===== src/rtl/shift_tx_pkg.sv =====
// shift_tx_pkg: shared types and constants for the serial shift transmitter.
package shift_tx_pkg;
    localparam int DATA_W = 8;
    localparam logic SER_IDLE = 1'b1;
    typedef enum logic [1:0] {IDLE, SHIFT, PAR, DONE} state_t;
endpackage


===== src/rtl/shift_reg_core.sv =====
// shift_reg_core: 8-bit register, S_L=1 parallel-loads p_in, S_L=0 shifts right with s_in into the MSB.
module shift_reg_core
    import shift_tx_pkg::*;
(
    input  logic              clk,
    input  logic              S_L,
    input  logic              s_in,
    input  logic [DATA_W-1:0] p_in,
    output logic [DATA_W-1:0] Q
);
    always_ff @(posedge clk)
        Q <= S_L ? p_in : {s_in, Q[DATA_W-1:1]};
endmodule


===== src/rtl/shift_tx_ctrl.sv =====
// shift_tx_ctrl: accepts a byte, shifts it out LSB-first holding each bit DIV cycles.
// Optional even-parity bit after bit 7 when SHIFT_TX_CTRL_PARITY_EN is defined.
module shift_tx_ctrl
    import shift_tx_pkg::*;
#(
    parameter int DIV = 4
) (
    input  logic              clk,
    input  logic              rst,
    input  logic [DATA_W-1:0] tx_data,
    input  logic              tx_valid,
    output logic              tx_ready,
    output logic              ser_out,
    output logic              busy,
    output logic              done
);
    state_t            r_state;
    logic [7:0]        r_div;
    logic [2:0]        r_cnt;
    logic              r_ready;
    logic              r_ser;
    logic              r_busy;
    logic              r_done;
`ifdef SHIFT_TX_CTRL_PARITY_EN
    logic              r_par;
`endif
    logic [DATA_W-1:0] w_q;
    logic [DATA_W-1:0] w_pin;
    logic              w_sl;
    logic              w_last;
    logic              w_accept;
    logic              w_shift;

    assign w_last   = r_div == 8'(DIV - 1);
    assign w_accept = r_state == IDLE && tx_valid && r_ready;
    assign w_shift  = r_state == SHIFT && w_last;
    // No enable on the datapath: holding means reloading Q; reset forces a load of zero.
    assign w_sl  = rst || !w_shift;
    assign w_pin = rst ? '0 : w_accept ? tx_data : w_q;

    shift_reg_core u_core (
        .clk  (clk),
        .S_L  (w_sl),
        .s_in (1'b1),
        .p_in (w_pin),
        .Q    (w_q)
    );

    always_ff @(posedge clk) begin
        if (rst) begin
            r_state <= IDLE;
            r_div   <= '0;
            r_cnt   <= '0;
            r_ready <= 1'b0;
            r_ser   <= SER_IDLE;
            r_busy  <= 1'b0;
            r_done  <= 1'b0;
`ifdef SHIFT_TX_CTRL_PARITY_EN
            r_par   <= 1'b0;
`endif
        end else begin
            case (r_state)
                IDLE: begin
                    r_ready <= !w_accept;
                    r_busy  <= w_accept;
                    r_ser   <= w_accept ? tx_data[0] : SER_IDLE;
                    if (w_accept) begin
                        r_state <= SHIFT;
                        r_div   <= '0;
                        r_cnt   <= '0;
`ifdef SHIFT_TX_CTRL_PARITY_EN
                        r_par   <= ^tx_data;
`endif
                    end
                end
                SHIFT: begin
                    r_div <= w_last ? 8'd0 : r_div + 8'd1;
                    if (w_last) begin
                        r_cnt <= r_cnt + 3'd1;
                        if (r_cnt == 3'd7) begin
`ifdef SHIFT_TX_CTRL_PARITY_EN
                            r_state <= PAR;
                            r_ser   <= r_par;
`else
                            r_state <= DONE;
                            r_ser   <= SER_IDLE;
                            r_done  <= 1'b1;
`endif
                        end else
                            r_ser <= w_q[1];
                    end
                end
`ifdef SHIFT_TX_CTRL_PARITY_EN
                PAR: begin
                    r_div <= w_last ? 8'd0 : r_div + 8'd1;
                    if (w_last) begin
                        r_state <= DONE;
                        r_ser   <= SER_IDLE;
                        r_done  <= 1'b1;
                    end
                end
`endif
                DONE: begin
                    r_state <= IDLE;
                    r_done  <= 1'b0;
                    r_busy  <= 1'b0;
                    r_ready <= 1'b1;
                end
                default: r_state <= IDLE;
            endcase
        end
    end

    assign tx_ready = r_ready;
    assign ser_out  = r_ser;
    assign busy     = r_busy;
    assign done     = r_done;
endmodule


===== config.mk =====
export PLATFORM = sky130hd
export DESIGN_NAME = shift_tx_ctrl
export DESIGN_NICKNAME = d
export VERILOG_FILES = /design/src/rtl/shift_tx_pkg.sv /design/src/rtl/shift_reg_core.sv /design/src/rtl/shift_tx_ctrl.sv
export SDC_FILE = /design/constraint.sdc
export NUM_CORES = 1
export LEC_CHECK = 0
export CELL_PAD_IN_SITES_DETAIL_PLACEMENT = 1
export CELL_PAD_IN_SITES_GLOBAL_PLACEMENT = 2
export CORE_ASPECT_RATIO = 0.6
export CORE_MARGIN = 1
export CORE_UTILIZATION = 31
export CTS_CLUSTER_SIZE = 14
export DETAILED_ROUTE_END_ITERATION = 10
export PLACE_DENSITY = 0.75
export SLEW_MARGIN = 20
export SYNTH_ARGS = -nofsm -noshare
export SYNTH_HDL_FRONTEND = slang
export SYNTH_HIERARCHICAL = 1
export SYNTH_SLANG_ARGS = --single-unit
export TNS_END_PERCENT = 50

===== constraint.sdc =====
create_clock -name clk -period 1.9 [get_ports clk]
set_input_delay 0.38 -clock clk [delete_from_list [all_inputs] [get_ports clk]]
set_output_delay 0.38 -clock clk [all_outputs]
set_load 0.01 [all_outputs]

Word-level counts from Yosys, hierarchy flattened
Cells that the tools add are included.
{"block": "totals", "ff_bits": 25, "latch_bits": 0, "ram_bits": 0, "mem_bits_ro": 0, "input_bits": 11, "out_inout_bits": 4, "elab_cells": 56, "n_memories": 0}
{"block": "op_classes", "n_addsub": 2, "n_mul": 0, "div": 0, "n_lt_le_gt_ge": 0, "eq_ne": 8, "n_shift": 0, "mux": 22, "bitwise": 0, "n_reduce_logical": 15}
{"cell": "two-way mux 8 bit", "count": 4}
{"cell": "one-hot mux 8 bit (2 select lines)", "count": 1}
{"cell": "AND reduction 3 bit", "count": 3}
{"cell": "adder 8 x 1 -> 8 bit (second input constant)", "count": 1}
{"cell": "equality test 8 x 2 -> 1 bit (second input constant)", "count": 1}
{"cell": "one-hot mux 1 bit (2 select lines)", "count": 4}
{"cell": "two-way mux 7 bit", "count": 1}
{"cell": "two-way mux 2 bit", "count": 3}
{"cell": "two-way mux 3 bit", "count": 2}
{"cell": "one-hot mux 3 bit (2 select lines)", "count": 1}
{"cell": "nonzero test 2 bit", "count": 3}
{"cell": "two-way mux 1 bit", "count": 5}
{"cell": "!= test 2 bit (second input constant)", "count": 2}
{"cell": "one-hot mux 2 bit (2 select lines)", "count": 1}
{"cell": "AND reduction 2 bit", "count": 2}
{"cell": "adder 3 x 1 -> 3 bit (second input constant)", "count": 1}
{"cell": "equality test 3 bit (second input constant)", "count": 1}
{"cell": "logical AND 1 bit", "count": 3}
{"cell": "!= test 3 bit (second input constant)", "count": 1}
{"cell": "equality test 2 x 1 -> 1 bit (second input constant)", "count": 1}
{"cell": "equality test 2 bit (second input constant)", "count": 1}
{"cell": "logical NOT 1 bit", "count": 2}
{"cell": "logical NOT 2 bit", "count": 1}
{"cell": "!= test 2 x 1 -> 1 bit (second input constant)", "count": 1}
{"cell": "logical OR 1 bit", "count": 1}

Logic depth before layout (Yosys ltp)
{"block": "depth", "depth_word": 6, "mapped_depth": 8, "mapped_depth_nobuf": 6}

Cells and area by module
The synthesis kept the hierarchy.
{"mod": "shift_tx_ctrl", "instances": 1, "cells_each": 124, "area_each_um2": 1017.2, "seq_area_each_um2": 340.3}
{"mod": "shift_reg_core", "instances": 1, "cells_each": 17, "area_each_um2": 291.5, "seq_area_each_um2": 160.2}

Least setup slack after synthesis
OpenSTA, ideal clock, no wires.
{"block": "synth_timing", "kind": "flip-flop to flip-flop", "start": "register r_div[0]", "end": "register u_core.Q[0]", "setup_ns": 0.121, "arrival_ns": 1.813, "required_ns": 1.779, "path_slack_ns": -0.034, "path_stages_with_launch": 7, "path_buffers": 1, "synth_period_minus_slack_ns": 1.934, "path_cell_list": "dfxtp_1 > ha_1 > or4b_4 > nor4_2 > nand2_1 > buf_6 > mux2_4"}
{"block": "synth_between", "elab_chain_cells": 5, "elab_cells_between_ends": 6, "cone_classes": "eq/ne: 2; mux: 1; reduce/logical: 3"}
{"item": "start, declared", "line_no": "shift_tx_ctrl.sv:18", "text": "logic [7:0] r_div;"}
{"item": "start signal, assigned", "line_no": "shift_tx_ctrl.sv:77", "text": "r_div <= w_last ? 8'd0 : r_div + 8'd1;"}
{"item": "equality test 8 x 2 -> 1 bit *", "line_no": "shift_tx_ctrl.sv:34", "text": "assign w_last = r_div == 8'(DIV - 1);"}
{"item": "logical AND 1 bit *", "line_no": "shift_tx_ctrl.sv:36", "text": "assign w_shift = r_state == SHIFT && w_last;"}
{"item": "logical NOT 1 bit *", "line_no": "shift_tx_ctrl.sv:38", "text": "assign w_sl = rst || !w_shift;"}
{"item": "logical OR 1 bit *", "line_no": "shift_tx_ctrl.sv:38"}
{"item": "net w_sl", "line_no": "shift_tx_ctrl.sv:29", "text": "logic w_sl;"}
{"item": "!= test 3 bit (no line) or two-way mux 7 bit (tied branches)"}
{"item": "end signal, assigned", "line_no": "shift_reg_core.sv:12", "text": "Q <= S_L ? p_in : {s_in, Q[DATA_W-1:1]};"}
{"item": "end, declared", "line_no": "shift_reg_core.sv:9", "text": "output logic [DATA_W-1:0] Q"}
The timed path passes the listed nets; every way through them passes the cells marked *.
A chain may end at the register's enable or synchronous reset.

Worst setup path in the final report
{"block": "layout_timing", "start": "register r_div[0]", "end": "register r_done (netlist: done)"}
{"block": "layout_between", "elab_chain_cells": 3}
{"item": "equality test 8 x 2 -> 1 bit", "line_no": "shift_tx_ctrl.sv:34"}
{"item": "!= test 2 bit (no line)"}
{"item": "AND reduction 3 bit (no line)"}
{"item": "end signal, assigned", "line_no": "shift_tx_ctrl.sv:57", "text": "r_done <= 1'b0;"}
{"item": "end signal, assigned", "line_no": "shift_tx_ctrl.sv:87", "text": "r_done <= 1'b1;"}
{"item": "end signal, assigned", "line_no": "shift_tx_ctrl.sv:105", "text": "r_done <= 1'b0;"}
{"item": "end, declared", "line_no": "shift_tx_ctrl.sv:23", "text": "logic r_done;"}
No other way between the ends.

==> run summary <==
Final min period - 1870 ps
RSZ-0062 raised after global routing - yes
CTS tree - built
Maximum buffer depth of the clock tree - 2
Mean Syn Cell Area - 9.27 µm²
Hold Vio Cnt, Final - 0
Largest net degree at the start of global routing - 15
Multi-input gate area - 746 µm²
Initial Util - 33.3%
Ant. Diodes - 0
FMAX - 534 MHz
GPL Wtd Cong - 0.782
Inserted Clock Buffers - 3
Post-cts hold buffer count - 0
Tot Pwr - 1.38 mW
Port Buffers - 14
Layout Cells excl Fill - 210
Skew-Pair Late Insertion Delay - 260 ps
Initial antenna violation count - 0
Post-DP HPWL - 2.25 mm
Crit path kind - flip-flop to flip-flop
Peak supply drop - 0.000326 V
Worst path required time - 2060 ps
Drt total wl - 3.00 mm
DP Cell Count - 204
Nets - 181
Layout Skew - 2.70 ps
Synth Warn # - 6
Post-layout instance area - 1640 µm²
CTS Sinks - 24
Leakage Power - 0.660 nW
Vias post-DR - 1025
Tot GR Track Use - 15.2%
Worst hold path type - flip-flop to flip-flop
Chip Height - 51.4 µm
DRT Pass-1 Iters - 4
Ports - 15
Layout overhead on the synthesized area - 30.2%
Remaining DRCs - 0
Crit share post-route - 98.6%
Wirelength per Cell - 14.3 µm
Register area - 483 µm²
Net Count, Synth - 153
Post-Synthesis Cell Area - 1260 µm²
Power Dens Cells - 842 nW/µm²
Share of layout cells above drive strength 1 - 21.5%
Routed Antenna Nets - 0
Filler instances - 435
First-pass GRT wire length - 5.02 mm
Status - finished clean
Final Setup Violations - 0
Crit. End Element - flip-flop
CTS H-tree lvls - 1
Critical Path AT - 2040 ps
Clk pin slew, worst setup/hold paths - 80 ps
Critical Path Start Type - flip-flop
Max-slew violations - 0
Crit Path Max Fanout - 4
DP Area - 1550 µm²
R2r setup slk - 30 ps
DRT iter0 DRCs - 15
Die ar. - 4340 µm²
Via/cell ratio - 4.88
Fin util - 43.4%
Grt total ovfl - 0
Core Area - 3790 µm²
Die X - 84.3 µm
Max Cap Viol - 0
CTS Root Cell - clkbuf_8
Cell count after synthesis - 136
Vias in the first global route - 1035
Row count - 17
## timing repair
item                       CTS  global route
gates resized for setup      4             2
setup endpoints to repair    7            12
buffers inserted             0             2
## cell type report
type / instances / area share (%)
well taps: 47 / 3.58
repair buffers: 29 / 16.4
clock buffers: 4 / 3.35
multi-input cells: 98 / 45.4
inverters: 8 / 1.83
flip-flops and latches: 24 / 29.4
## layout by cell type, fill, tap and decap left out, types with 2 or more instances in the layout
master	n
mux2_4	8
o2111ai_1	3
clkbuf_8	4
and2_1	2
nor2b_1	3
o22ai_1	2
nand2_1	17
nor2_1	14
dfxtp_1	22
ha_1	5
clkdlybuf4s50_1	14
xor2_1	6
a21oi_1	10
buf_4	13
o21ai_0	2
inv_1	8
o211ai_1	2
mux2i_1	4
nand3_1	3
nor3_1	2
dfxtp_2	2
## where the power goes
group	switching (mW)	leakage [nW]	total, mW	internal (mW)
Sequential	0.0398	0.196	0.591	0.551
Combinational	0.212	0.435	0.442	0.230
Clock	0.164	0.0288	0.349	0.185
## final timing paths
kind                                 end  cells after the start  startpoint
worst min-delay path            r_cnt[0]                      1    r_cnt[0]
worst min register to register  r_cnt[0]                      1    r_cnt[0]
worst max register to register      done                      5    r_div[0]
worst max-delay path                done                      5    r_div[0]
## worst max-delay path: stages (launching register included)
cell	delay, ps
dfxtp_2	370
ha_4	160
or4b_4	500
nand4bb_4	230
mux2_4	310
a32o_1	210
## per-stage QoR
step | hold slack (ps) | worst slack [ps] | TNS, ps
after floorplan | 446 | 23.2 | 0
after global placement | 453 | 42.9 | 0
after detailed placement | 472 | -61.8 | -375
after CTS | 485 | 16.2 | 0
after global routing | 510 | -33.0 | -74.7
final | 479 | 25.7 | 0
## sequential cells by signal (all words and copies together) (netlist names)
signal,count
r_div,8
r_state,2
busy,1
tx_ready,1
ser_out,1
done,1
r_cnt,3
u_core/Q,7
## metal layers
layer	up-vias	part of all wire, %	wire [µm]	global-route usage [%]
li1	528	-	-	-
met1	485	55	1640	21.3
met2	10	42	1270	23.0
met3	2	2.7	81	4.36
met4	0	0.47	14	3.39
met5	-	0	0	0
(Power assumes the default switching activity.)
